$ cat src/rtl/rf_pkg.sv
`default_nettype none
// +-----------------------------------------------------------------------+
// | rf_pkg                                                                |
// | Register-file geometry and the dump-reader FSM state type.            |
// | Rev 1.0                                                               |
// +-----------------------------------------------------------------------+
package rf_pkg;

  localparam int RF_ADDR_W = 5;
  localparam int RF_DATA_W = 32;
  localparam int RF_DEPTH  = 32;

  typedef enum logic [1:0] {
    IDLE = 2'd0,
    READ = 2'd1,
    SEND = 2'd2,
    DONE = 2'd3
  } dump_state_e;

endpackage : rf_pkg
`default_nettype wire

$ cat src/rtl/regfile_dump_reader.sv
`default_nettype none
// +-----------------------------------------------------------------------+
// | regfile_dump_reader                                                   |
// | Walks a wrapping index range over the register file debug read port   |
// | and streams each value out on a valid/ready channel.                  |
// | Rev 1.0                                                               |
// +-----------------------------------------------------------------------+
module regfile_dump_reader #(
  parameter int RF_DEPTH      = 32,
  parameter int DATA_W        = rf_pkg::RF_DATA_W,
  parameter int FORCE_X0_ZERO = 1
) (
  input  logic                          clk,
  input  logic                          rst,
  input  logic                          start,
  input  logic                          abort,
  input  logic [rf_pkg::RF_ADDR_W-1:0]  first_idx,
  input  logic [rf_pkg::RF_ADDR_W-1:0]  last_idx,
  output logic [rf_pkg::RF_ADDR_W-1:0]  rf_raddr,
  input  logic [DATA_W-1:0]             rf_rdata,
  output logic                          dout_valid,
  input  logic                          dout_ready,
  output logic [DATA_W-1:0]             dout_data,
  output logic [rf_pkg::RF_ADDR_W-1:0]  dout_idx,
  output logic                          dout_last,
  output logic                          busy,
  output logic                          done
);

  import rf_pkg::*;

  localparam logic [RF_ADDR_W-1:0] c_idx_max = RF_ADDR_W'(RF_DEPTH - 1);

  dump_state_e            r_state;
  dump_state_e            w_state_nxt;
  logic [RF_ADDR_W-1:0]   r_idx;
  logic [RF_ADDR_W-1:0]   r_end;
  logic [RF_ADDR_W-1:0]   w_idx_inc;
  logic                   r_dout_valid;
  logic [DATA_W-1:0]      r_dout_data;
  logic [RF_ADDR_W-1:0]   r_dout_idx;
  logic                   r_dout_last;
  logic                   r_done;
  logic                   w_hs;
  logic                   w_abort_act;
  logic                   w_zero_x0;

  assign w_hs        = r_dout_valid & dout_ready;
  assign w_abort_act = abort & ((r_state == READ) | (r_state == SEND));
  assign w_idx_inc   = (r_idx == c_idx_max) ? '0 : r_idx + 1'b1;
  assign w_zero_x0   = (FORCE_X0_ZERO != 0) && (r_idx == '0);

  // Next-state decode; abort only matters while a dump is in flight.
  always_comb begin
    w_state_nxt = r_state;
    case (r_state)
      IDLE: begin
        if (start) begin
          w_state_nxt = READ;
        end
      end
      READ: begin
        w_state_nxt = w_abort_act ? DONE : SEND;
      end
      SEND: begin
        if (w_abort_act) begin
          w_state_nxt = DONE;
        end else if (w_hs) begin
          w_state_nxt = r_dout_last ? DONE : READ;
        end
      end
      DONE: begin
        w_state_nxt = IDLE;
      end
      default: begin
        w_state_nxt = IDLE;
      end
    endcase
  end

  always_ff @(posedge clk or posedge rst) begin
    if (rst) begin
      r_state <= IDLE;
    end else begin
      r_state <= w_state_nxt;
    end
  end

  always_ff @(posedge clk or posedge rst) begin
    if (rst) begin
      r_idx        <= '0;
      r_end        <= '0;
      r_dout_valid <= 1'b0;
      r_dout_data  <= '0;
      r_dout_idx   <= '0;
      r_dout_last  <= 1'b0;
      r_done       <= 1'b0;
    end else begin
      // done rises on entry to DONE, so it is high for exactly the DONE cycle
      r_done <= (w_state_nxt == DONE) && (r_state != DONE);
      if (w_abort_act) begin
        r_dout_valid <= 1'b0;
      end else begin
        case (r_state)
          IDLE: begin
            if (start) begin
              r_idx <= first_idx;
              r_end <= last_idx;
            end
          end
          READ: begin
            r_dout_data  <= w_zero_x0 ? '0 : rf_rdata;
            r_dout_idx   <= r_idx;
            r_dout_last  <= (r_idx == r_end);
            r_dout_valid <= 1'b1;
          end
          SEND: begin
            if (w_hs) begin
              r_dout_valid <= 1'b0;
              if (!r_dout_last) begin
                r_idx <= w_idx_inc;
              end
            end
          end
          default: begin
          end
        endcase
      end
    end
  end

  assign rf_raddr   = (r_state == READ) ? r_idx : '0;
  assign busy       = (r_state == READ) || (r_state == SEND);
  assign dout_valid = r_dout_valid;
  assign dout_data  = r_dout_data;
  assign dout_idx   = r_dout_idx;
  assign dout_last  = r_dout_last;
  assign done       = r_done;

endmodule : regfile_dump_reader
`default_nettype wire

$ cat config.mk
export PLATFORM = sky130hd
export DESIGN_NAME = regfile_dump_reader
export DESIGN_NICKNAME = d
export VERILOG_FILES = /design/src/rtl/rf_pkg.sv /design/src/rtl/regfile_dump_reader.sv
export SDC_FILE = /design/constraint.sdc
export NUM_CORES = 1
export LEC_CHECK = 0
export ABC_AREA = 0
export BUFFER_PORTS_ARGS = -buffer_cell sky130_fd_sc_hd__buf_4
export CORE_MARGIN = 2
export CORE_UTILIZATION = 51
export DETAILED_ROUTE_END_ITERATION = 12
export GPL_ROUTABILITY_DRIVEN = 0
export PLACE_DENSITY = 0.84
export SLEW_MARGIN = 0
export SYNTH_ARGS = -nofsm -noshare
export SYNTH_HDL_FRONTEND = slang
export SYNTH_SLANG_ARGS = --single-unit
$ cat constraint.sdc
create_clock -name clk -period 2.68 [get_ports clk]
set_input_delay 0.536 -clock clk [delete_from_list [all_inputs] [get_ports clk]]
set_output_delay 0.536 -clock clk [all_outputs]
set_load 0.02 [all_outputs]
==> Implementation_results.wiki, run 1 <==
{| class="wikitable"
! Metric !! Value
|-
| Worst EP required || between 2 and 3 ns
|-
| Leakage power of the design || approximately 0.0016 uW
|-
| Critical path class || flop to flop
|-
| Number of enable flip-flop cells after synthesis || 0
|-
| Via count of the first global-routing pass || about 1700
|-
| Smallest hold slack || 0.283 ns
|-
| Synth top cells by count || sky130_fd_sc_hd__dfrtp_1, sky130_fd_sc_hd__a22o_1, sky130_fd_sc_hd__inv_1
|-
| Power share of the combinational group || 0.511
|-
| Post-placement cell count || about 320
|-
| Max-cap check violation count || 0
|-
| Clock insertion delay at the later pin of the skew report || roughly 0.30 ns
|-
| Share of total power consumed by net switching || 0.395
|-
| Met2 Usage GRT || 0.355
|-
| I/O pin total || 93
|-
| Setup Fix Bufs, Post-CTS || 0
|-
| Post-Route Utilization || 0.728
|-
| Residual DRC count || 0
|-
| Chain of cells forming the critical path || inv_1, ha_1, nand2_1, nand2_1, buf_4, mux2_2
|-
| Synth area leaders || sky130_fd_sc_hd__dfrtp_1, sky130_fd_sc_hd__a22o_1, sky130_fd_sc_hd__mux2_2
|-
| Setup Skew || approximately 0.0057 ns
|-
| Number of gates given a new drive strength after cts || 0
|-
| Clock Pin Slew Worst Setup and Hold Paths || about 0.09 ns
|-
| Most common cell in the synthesized netlist || sky130_fd_sc_hd__dfrtp_1
|-
| Reg-to-reg slack, setup || 0.66 ns
|-
| Count of input and output buffers || roughly 90
|-
| Final-report max-slew violation count || 0
|-
| Mean post-synth cell area || about 12 um^2
|-
| Busiest metal layer after global routing || met2
|-
| Area of the placeable core || around 0.0043 mm^2
|-
| Total global-route track usage || 0.215
|-
| Total number of vias || around 1800
|-
| Synthesized cell area || between 0.002 and 0.0025 mm^2
|-
| Synthesized instance count || around 180
|-
| Number of cells on the worst reg-to-reg path || 6
|-
| Overall die area || between 0.004 and 0.005 mm^2
|-
| Count of fill cells added during filler insertion || around 310
|-
| Global-route congestion overflow total || 0
|-
| Library cell occupying the most area in the post-synthesis netlist || sky130_fd_sc_hd__dfrtp_1
|-
| Power dissipated by switching net loads || about 1700 uW
|-
| Count of nets left with antenna violations after detail routing || 0
|-
| Delay of the slowest cell on the worst path || approximately 0.43 ns
|-
| Antenna Cells || 0
|-
| Peak supply drop || 0.689 mV
|-
| Clock period minus worst slack || roughly 2 ns
|-
| Initial standard-cell utilization of the core || 0.523
|-
| Hold Buf Count CTS || 0
|-
| X dimension of the die || 70.6 um
|-
| Run status || finished clean
|-
| Share of final-layout standard cells stronger than drive strength 1 || 0.427
|-
| Top delay family on crit path || flip-flops
|-
| Area fraction of the dominant cell type after synthesis || 0.576
|-
| Startpoint kind of the worst setup timing path || flop
|-
| Count of placed standard cells in the final layout, fillers left out || roughly 330
|-
| Power density relative to cell area || about 1300 mW/mm^2
|-
| Highest clock rate || roughly 490 MHz
|-
| Max Fanout on Critical Path || 24
|-
| Maximum buffer depth of the clock tree || 2
|-
| Global-route wire length before repair || 8350 um
|-
| Total number of H-tree levels || 2
|-
| Share of the cycle needed by the critical path after routing || 0.755
|-
| Number of placement rows || 24
|-
| Critical path depth in cells || 6
|-
| Length of the first detailed-routing pass in iterations || 4
|-
| Root buffer cell || sky130_fd_sc_hd__clkbuf_8
|-
| Overall routed net length || roughly 5200 um
|-
| Clock buffer count from CTS || 5
|-
| Share of total power in the clock network || 0.145
|-
| Portion of the post-synthesis area used by sequential elements || 0.576
|-
| Avg Vias per Cell || about 5.5
|-
| Crit. End Element || flop
|-
| Count of nets after finishing || around 330
|-
| Routed wire length per instance || ~16 um
|-
| Total count of hold-check failures in the final report || 0
|-
| Synth-to-Final Area Change || 39.3%
|-
| Distinct cell type count of the synthesized netlist || 35
|-
| Worst slew pin tran || 0.561 ns
|-
| RR Endpoint || dout_idx[3]$_DFFE_PP0P_
|-
| Reg-to-Reg Start || r_state[0]$_DFF_PP0_
|-
| Die height || approximately 71 um
|-
| Synth Flop Type || sky130_fd_sc_hd__dfrtp_1
|-
| Initial antenna violation count || 0
|-
| Synthesized flop and latch total || 52
|-
| Pin count of the biggest net entering global routing || 33
|-
| Cell Int Power || roughly 2600 uW
|-
| Path type of the worst min-delay path || input port to asynchronous set/reset pin
|-
| GR Layer Usage met1 || 0.282
|-
| Number of buffers and inverters on the critical path || 2
|-
| Relative slew slack || 0.626
|-
| Register share of total power || 0.344
|-
| Count of yosys warnings during synthesis || 0
|-
| TritonCTS Sinks || between 50 and 60
|-
| Final setup TNS || 0 ns
|-
| DR iter-0 viols || 73
|-
| Arrival time worst endpoint || 2.21 ns
|-
| HPWL after detailed placement || between 3000 and 4000 um
|-
| TritonCTS clock tree || built
|-
| Final setup violation count || 0
|-
| Net count of the mapped netlist || 235
|-
| Share of async-settable or async-resettable flops after synthesis || 1.00
|-
| Most Frequent Cell on Critical Path || sky130_fd_sc_hd__nand2_1
|-
| Setup crit start || r_state[0]$_DFF_PP0_
|-
| Met3 Use GR || 0.0513
|-
| RSZ-0062 raised after global routing || false
|-
| CP max-delay cell || sky130_fd_sc_hd__dfrtp_1
|}
-- state kept, by name, indices dropped and copies added (netlist names) --
signal      cells
done            1
dout_data      32
dout_idx        5
dout_last       1
dout_valid      1
r_end           5
r_idx           5
r_state         2
-- worst max-delay path by stage --
| stage | to | slack [ns] |
|---|---|---|
| final | dout_idx[3]$_DFFE_PP0P_ | 0.66 |
| after detailed placement | dout_idx[3]$_DFFE_PP0P_ | 0.68 |
| after global routing | dout_idx[3]$_DFFE_PP0P_ | 0.52 |
| after CTS | dout_idx[3]$_DFFE_PP0P_ | 0.67 |
| after floorplan | dout_idx[2]$_DFFE_PP0P_ | 0.83 |
| after global placement | dout_idx[2]$_DFFE_PP0P_ | 0.76 |
-- area by class of cell --
type | count | area, um^2 | share of cell area
inverters | 9 | 33.8 | 0.0107
repair buffers | 97 | 741 | 0.235
clock inverters | 2 | 60.1 | 0.0191
flip-flops and latches | 52 | 1300 | 0.414
clock buffers | 5 | 68.8 | 0.0219
multi-input cells | 109 | 877 | 0.279
well taps | 52 | 65.1 | 0.0207
-- layout by cell type (no fill, tap or decap), types with 2 or more instances in the layout --
master,n
sky130_fd_sc_hd__o32ai_1,2
sky130_fd_sc_hd__nor2_1,3
sky130_fd_sc_hd__mux2_2,8
sky130_fd_sc_hd__nand2_1,8
sky130_fd_sc_hd__o21ai_0,5
sky130_fd_sc_hd__and2_1,6
sky130_fd_sc_hd__bufinv_16,2
sky130_fd_sc_hd__clkbuf_8,5
sky130_fd_sc_hd__xnor2_1,3
sky130_fd_sc_hd__nand3_1,3
sky130_fd_sc_hd__nand2b_1,2
sky130_fd_sc_hd__dfrtp_1,52
sky130_fd_sc_hd__inv_1,8
sky130_fd_sc_hd__mux2i_1,3
sky130_fd_sc_hd__a22o_1,33
sky130_fd_sc_hd__a21oi_1,6
sky130_fd_sc_hd__xor2_1,2
sky130_fd_sc_hd__ha_1,7
sky130_fd_sc_hd__buf_4,96
sky130_fd_sc_hd__and3_1,2
-- power groups by stage --
stage | clock (uW) | sequential [uW] | combinational [uW]
after CTS | 619 | 1450 | 2180
after global routing | 655 | 1510 | 2310
after detailed placement | 0 | 1460 | 2160
after global placement | 0 | 1450 | 2120
final | 613 | 1460 | 2160
after floorplan | 0 | 1750 | 1050
-- metal layers --
metal	up-vias	wire, um	share of wire
li1	840	-	-
met1	877	2190	0.42
met2	61	2660	0.51
met3	13	264	0.050
met4	0	128	0.024
met5	-	0	0
-- through the flow --
stage,instance area [um^2],total power [uW],setup WS [ns]
final,3150,4230,0.658
after global routing,3150,4480,0.522
after CTS,3150,4250,0.667
after detailed placement,3020,3630,0.684
after global placement,3020,3570,0.760
after floorplan,2260,2800,0.833
-- logic make-up after synthesis --
kind of cell / after synthesis / synth area share
simple gates: 30 / 0.0742
fa+ha+maj: 7 / 0.0388
compound gates: 56 / 0.202
mux: 11 / 0.0532
flops: 52 / 0.576
xor+xnor: 5 / 0.0194
buf+inv: 20 / 0.0371
(Power assumes the default switching activity.)
==> run 2, diff against run 1 <==
--- a/config.mk
+++ b/config.mk
@@ -5,13 +5,13 @@
 export SDC_FILE = /design/constraint.sdc
 export NUM_CORES = 1
 export LEC_CHECK = 0
-export ABC_AREA = 0
+export ABC_AREA = 1
 export BUFFER_PORTS_ARGS = -buffer_cell sky130_fd_sc_hd__buf_4
 export CORE_MARGIN = 2
-export CORE_UTILIZATION = 51
+export CORE_UTILIZATION = 44
 export DETAILED_ROUTE_END_ITERATION = 12
 export GPL_ROUTABILITY_DRIVEN = 0
-export PLACE_DENSITY = 0.84
+export PLACE_DENSITY = 0.76
 export SLEW_MARGIN = 0
 export SYNTH_ARGS = -nofsm -noshare
 export SYNTH_HDL_FRONTEND = slang
==> constraint.sdc (replaced) <==
create_clock -name clk -period 1.67 [get_ports clk]
set_input_delay 0.334 -clock clk [delete_from_list [all_inputs] [get_ports clk]]
set_output_delay 0.334 -clock clk [all_outputs]
set_load 0.02 [all_outputs]
==> Implementation_results.wiki, run 2 <==
{| class="wikitable"
! Metric !! Value
|-
| Run status || finished clean
|-
| CP max-delay cell || sky130_fd_sc_hd__dfrtp_1
|-
| Share of total power in the clock network || 0.119
|-
| RR Endpoint || dout_data[23]$_DFFE_PP0P_
|-
| Synth top cells by count || sky130_fd_sc_hd__nand2_1, sky130_fd_sc_hd__dfrtp_1, sky130_fd_sc_hd__nand3_1
|-
| Clock Pin Slew Worst Setup and Hold Paths || approximately 0.1 ns
|-
| X dimension of the die || 78.9 um
|-
| Synthesized cell area || about 0.0025 mm^2
|-
| Relative slew slack || 0.728
|-
| Most Frequent Cell on Critical Path || sky130_fd_sc_hd__inv_2
|-
| Setup Skew || between 0.007 and 0.008 ns
|-
| Clock period minus worst slack || between 1.5 and 2 ns
|-
| Power density relative to cell area || ~2100 mW/mm^2
|-
| Total number of vias || 2318
|-
| Post-placement cell count || approximately 460
|-
| Overall routed net length || between 6000 and 7000 um
|-
| Initial standard-cell utilization of the core || 0.451
|-
| Clock insertion delay at the later pin of the skew report || about 0.30 ns
|-
| Total number of H-tree levels || 2
|-
| Post-Place Setup Slack || -0.0660 ns
|-
| Maximum buffer depth of the clock tree || 2
|-
| Final setup TNS || 0 ns
|-
| TritonCTS Sinks || between 50 and 60
|-
| Number of cells on the worst reg-to-reg path || 9
|-
| Distinct cell type count of the synthesized netlist || 21
|-
| Share of total power consumed by net switching || 0.442
|-
| Power dissipated by switching net loads || roughly 3400 uW
|-
| Mean post-synth cell area || 8.26 um^2
|-
| Arrival time worst endpoint || between 1.5 and 2 ns
|-
| Library cell occupying the most area in the post-synthesis netlist || sky130_fd_sc_hd__dfrtp_1
|-
| Synth Flop Type || sky130_fd_sc_hd__dfrtp_1
|-
| DR iter-0 viols || between 100 and 150
|-
| Post-layout power || 7590 uW
|-
| Number of buffers and inverters on the critical path || 4
|-
| Highest clock rate || 614 MHz
|-
| Startpoint kind of the worst setup timing path || flop
|-
| TritonCTS clock tree || built
|-
| Synthesized instance count || 299
|-
| Path type of the worst min-delay path || input port to asynchronous set/reset pin
|-
| Via count of the first global-routing pass || 2180
|-
| RSZ-0062 raised after global routing || true
|-
| Final setup violation count || 0
|-
| Portion of the post-synthesis area used by sequential elements || 0.527
|-
| Critical path class || flop to flop
|-
| Top delay family on crit path || buffers and inverters
|-
| Total global-route track usage || 0.198
|-
| Clock buffer count from CTS || 5
|-
| Cell Int Power || around 4200 uW
|-
| Post-Route Utilization || 0.645
|-
| Area fraction of the dominant cell type after synthesis || 0.527
|-
| Global-route wire length before repair || 9870 um
|-
| Die height || 78.9 um
|-
| Crit. End Element || flop
|-
| Root buffer cell || sky130_fd_sc_hd__clkbuf_8
|-
| Pin count of the biggest net entering global routing || 45
|-
| Length of the first detailed-routing pass in iterations || 4
|-
| Global-route congestion overflow total || 0
|-
| Worst-case setup margin in the final layout || between 0.04 and 0.05 ns
|-
| Synthesized flop and latch total || 52
|-
| Overall die area || roughly 0.0062 mm^2
|-
| Most common cell after layout, fill and taps aside || sky130_fd_sc_hd__nand2_1
|-
| Share of final-layout standard cells stronger than drive strength 1 || 0.331
|-
| Initial antenna violation count || 0
|-
| Worst EP required || about 1.9 ns
|-
| Leading cell types in the layout, fill and taps excluded || sky130_fd_sc_hd__nand2_1, sky130_fd_sc_hd__buf_4, sky130_fd_sc_hd__dfrtp_1, sky130_fd_sc_hd__nand3_1, sky130_fd_sc_hd__inv_1
|-
| Reg-to-Reg Start || r_state[0]$_DFF_PP0_
|-
| Share of the cycle needed by the critical path after routing || 0.976
|-
| Count of input and output buffers || 92
|-
| Flip-flop count of the largest register after layout || 32
|-
| Number of placement rows || 27
|-
| Final-report max-slew violation count || 0
|-
| Number of enable flip-flop cells after synthesis || 0
|-
| Area of the placeable core || between 0.005 and 0.006 mm^2
|-
| Hold Buf Count CTS || 0
|-
| Max-cap check violation count || 0
|-
| Register share of total power || 0.294
|-
| Share of async-settable or async-resettable flops after synthesis || 1.00
|-
| Synth area leaders || sky130_fd_sc_hd__dfrtp_1, sky130_fd_sc_hd__nand2_1, sky130_fd_sc_hd__nand3_1
|-
| Synth-to-Final Area Change || 43.1%
|-
| Count of placed standard cells in the final layout, fillers left out || about 470
|-
| Count of nets left with antenna violations after detail routing || 0
|-
| Total count of hold-check failures in the final report || 0
|-
| Residual DRC count || 0
|-
| I/O pin total || 93
|-
| Most common cell in the synthesized netlist || sky130_fd_sc_hd__nand2_1
|-
| Delay of the slowest cell on the worst path || 0.37 ns
|-
| Reg-to-reg slack, setup || just over 0.04 ns
|-
| Avg Vias per Cell || roughly 4.9
|-
| Leakage power of the design || approximately 0.0020 uW
|-
| Count of nets after finishing || 455
|-
| Net count of the mapped netlist || 353
|-
| Max Fanout on Critical Path || 8
|-
| Peak supply drop || between 1 and 1.5 mV
|-
| Power share of the combinational group || 0.587
|-
| HPWL after detailed placement || ~4200 um
|-
| Routed wire length per instance || 13.4 um
|-
| Antenna Cells || 0
|-
| Count of yosys warnings during synthesis || 0
|-
| Chain of cells forming the critical path || inv_2, ha_1, nand2_2, inv_2, nor2_8, buf_12, clkbuf_16, nand3_1, nand2_1
|-
| Worst slew pin tran || slightly above 0.4 ns
|}
## run 2: layout make-up
cell class | count | area [um^2]
multi-input cells | 205 | 997
repair inverters | 1 | 8.76
fillers | 493 | 1940
clock buffers | 6 | 82.6
flip-flops and latches | 52 | 1300
clock inverters | 2 | 38.8
inverters | 30 | 125
repair buffers | 106 | 888
well taps | 72 | 90.1
## run 2: routing by layer
| layer | global-route usage | share of wire | vias to the layer above |
|---|---|---|---|
| li1 | - | - | 1145 |
| met1 | 0.257 | 0.41 | 1081 |
| met2 | 0.335 | 0.50 | 82 |
| met3 | 0.0455 | 0.076 | 10 |
| met4 | 0.0569 | 0.016 | 0 |
| met5 | 0 | 0 | - |
## run 2: per-stage QoR
step	hold WS (ns)	instance area, um^2
floorplan	0.472	2470
global placement	0.382	3240
detailed placement	0.392	3240
CTS	0.0595	3400
global route	0.0692	3530
finish	0.0602	3530
## run 2: tightest hold or removal path: stages
cell and delay [ns]:
sky130_fd_sc_hd__buf_4 0.11, sky130_fd_sc_hd__inv_2 0.05, sky130_fd_sc_hd__buf_4 0.25
## run 2: power groups by stage
stage          registers [uW]  clock network (uW)  logic [uW]
2_1_floorplan            2760                   0        2020
3_3_place_gp             2250                   0        3790
3_5_place_dp             2250                   0        3880
4_1_cts                  2230                 920        4040
5_1_grt                  2300                 977        4890
6_report                 2230                 900        4460
## run 2: logic make-up (layout without fill, tap and decap cells)
family,count (synthesis),after routing,share of synthesized area
AND/OR/NAND/NOR,175,175,0.295
AO/OA/AOI/OAI,20,20,0.0507
buffers and inverters,42,145,0.0796
adder cells (fa/ha/maj),7,7,0.0355
multiplexers,2,2,0.00811
XOR/XNOR,1,1,0.00355
flip-flops,52,52,0.527
## run 2: what timing repair did
action,in CTS,in global routing
gates resized for setup,6,9
pin swaps,1,1
cloned,1,3
setup buffers,0,3
endpoints found under the setup margin,49,52
## run 2: worst max path at each step
stage / slack, ns / to / from / cells past startpoint
3_3_place_gp: -0.002 / dout_idx[0]$_DFFE_PP0P_ / r_state[0]$_DFF_PP0_ / 8
3_5_place_dp: -0.07 / dout_idx[0]$_DFFE_PP0P_ / r_state[0]$_DFF_PP0_ / 8
6_report: 0.04 / dout_data[23]$_DFFE_PP0P_ / r_state[0]$_DFF_PP0_ / 9
5_1_grt: -0.02 / dout_data[21]$_DFFE_PP0P_ / r_state[1]$_DFF_PP0_ / 9
4_1_cts: -0.02 / dout_last$_DFFE_PP0P_ / r_state[0]$_DFF_PP0_ / 8
2_1_floorplan: 0.02 / dout_data[0]$_DFFE_PP0P_ / r_state[0]$_DFF_PP0_ / 9
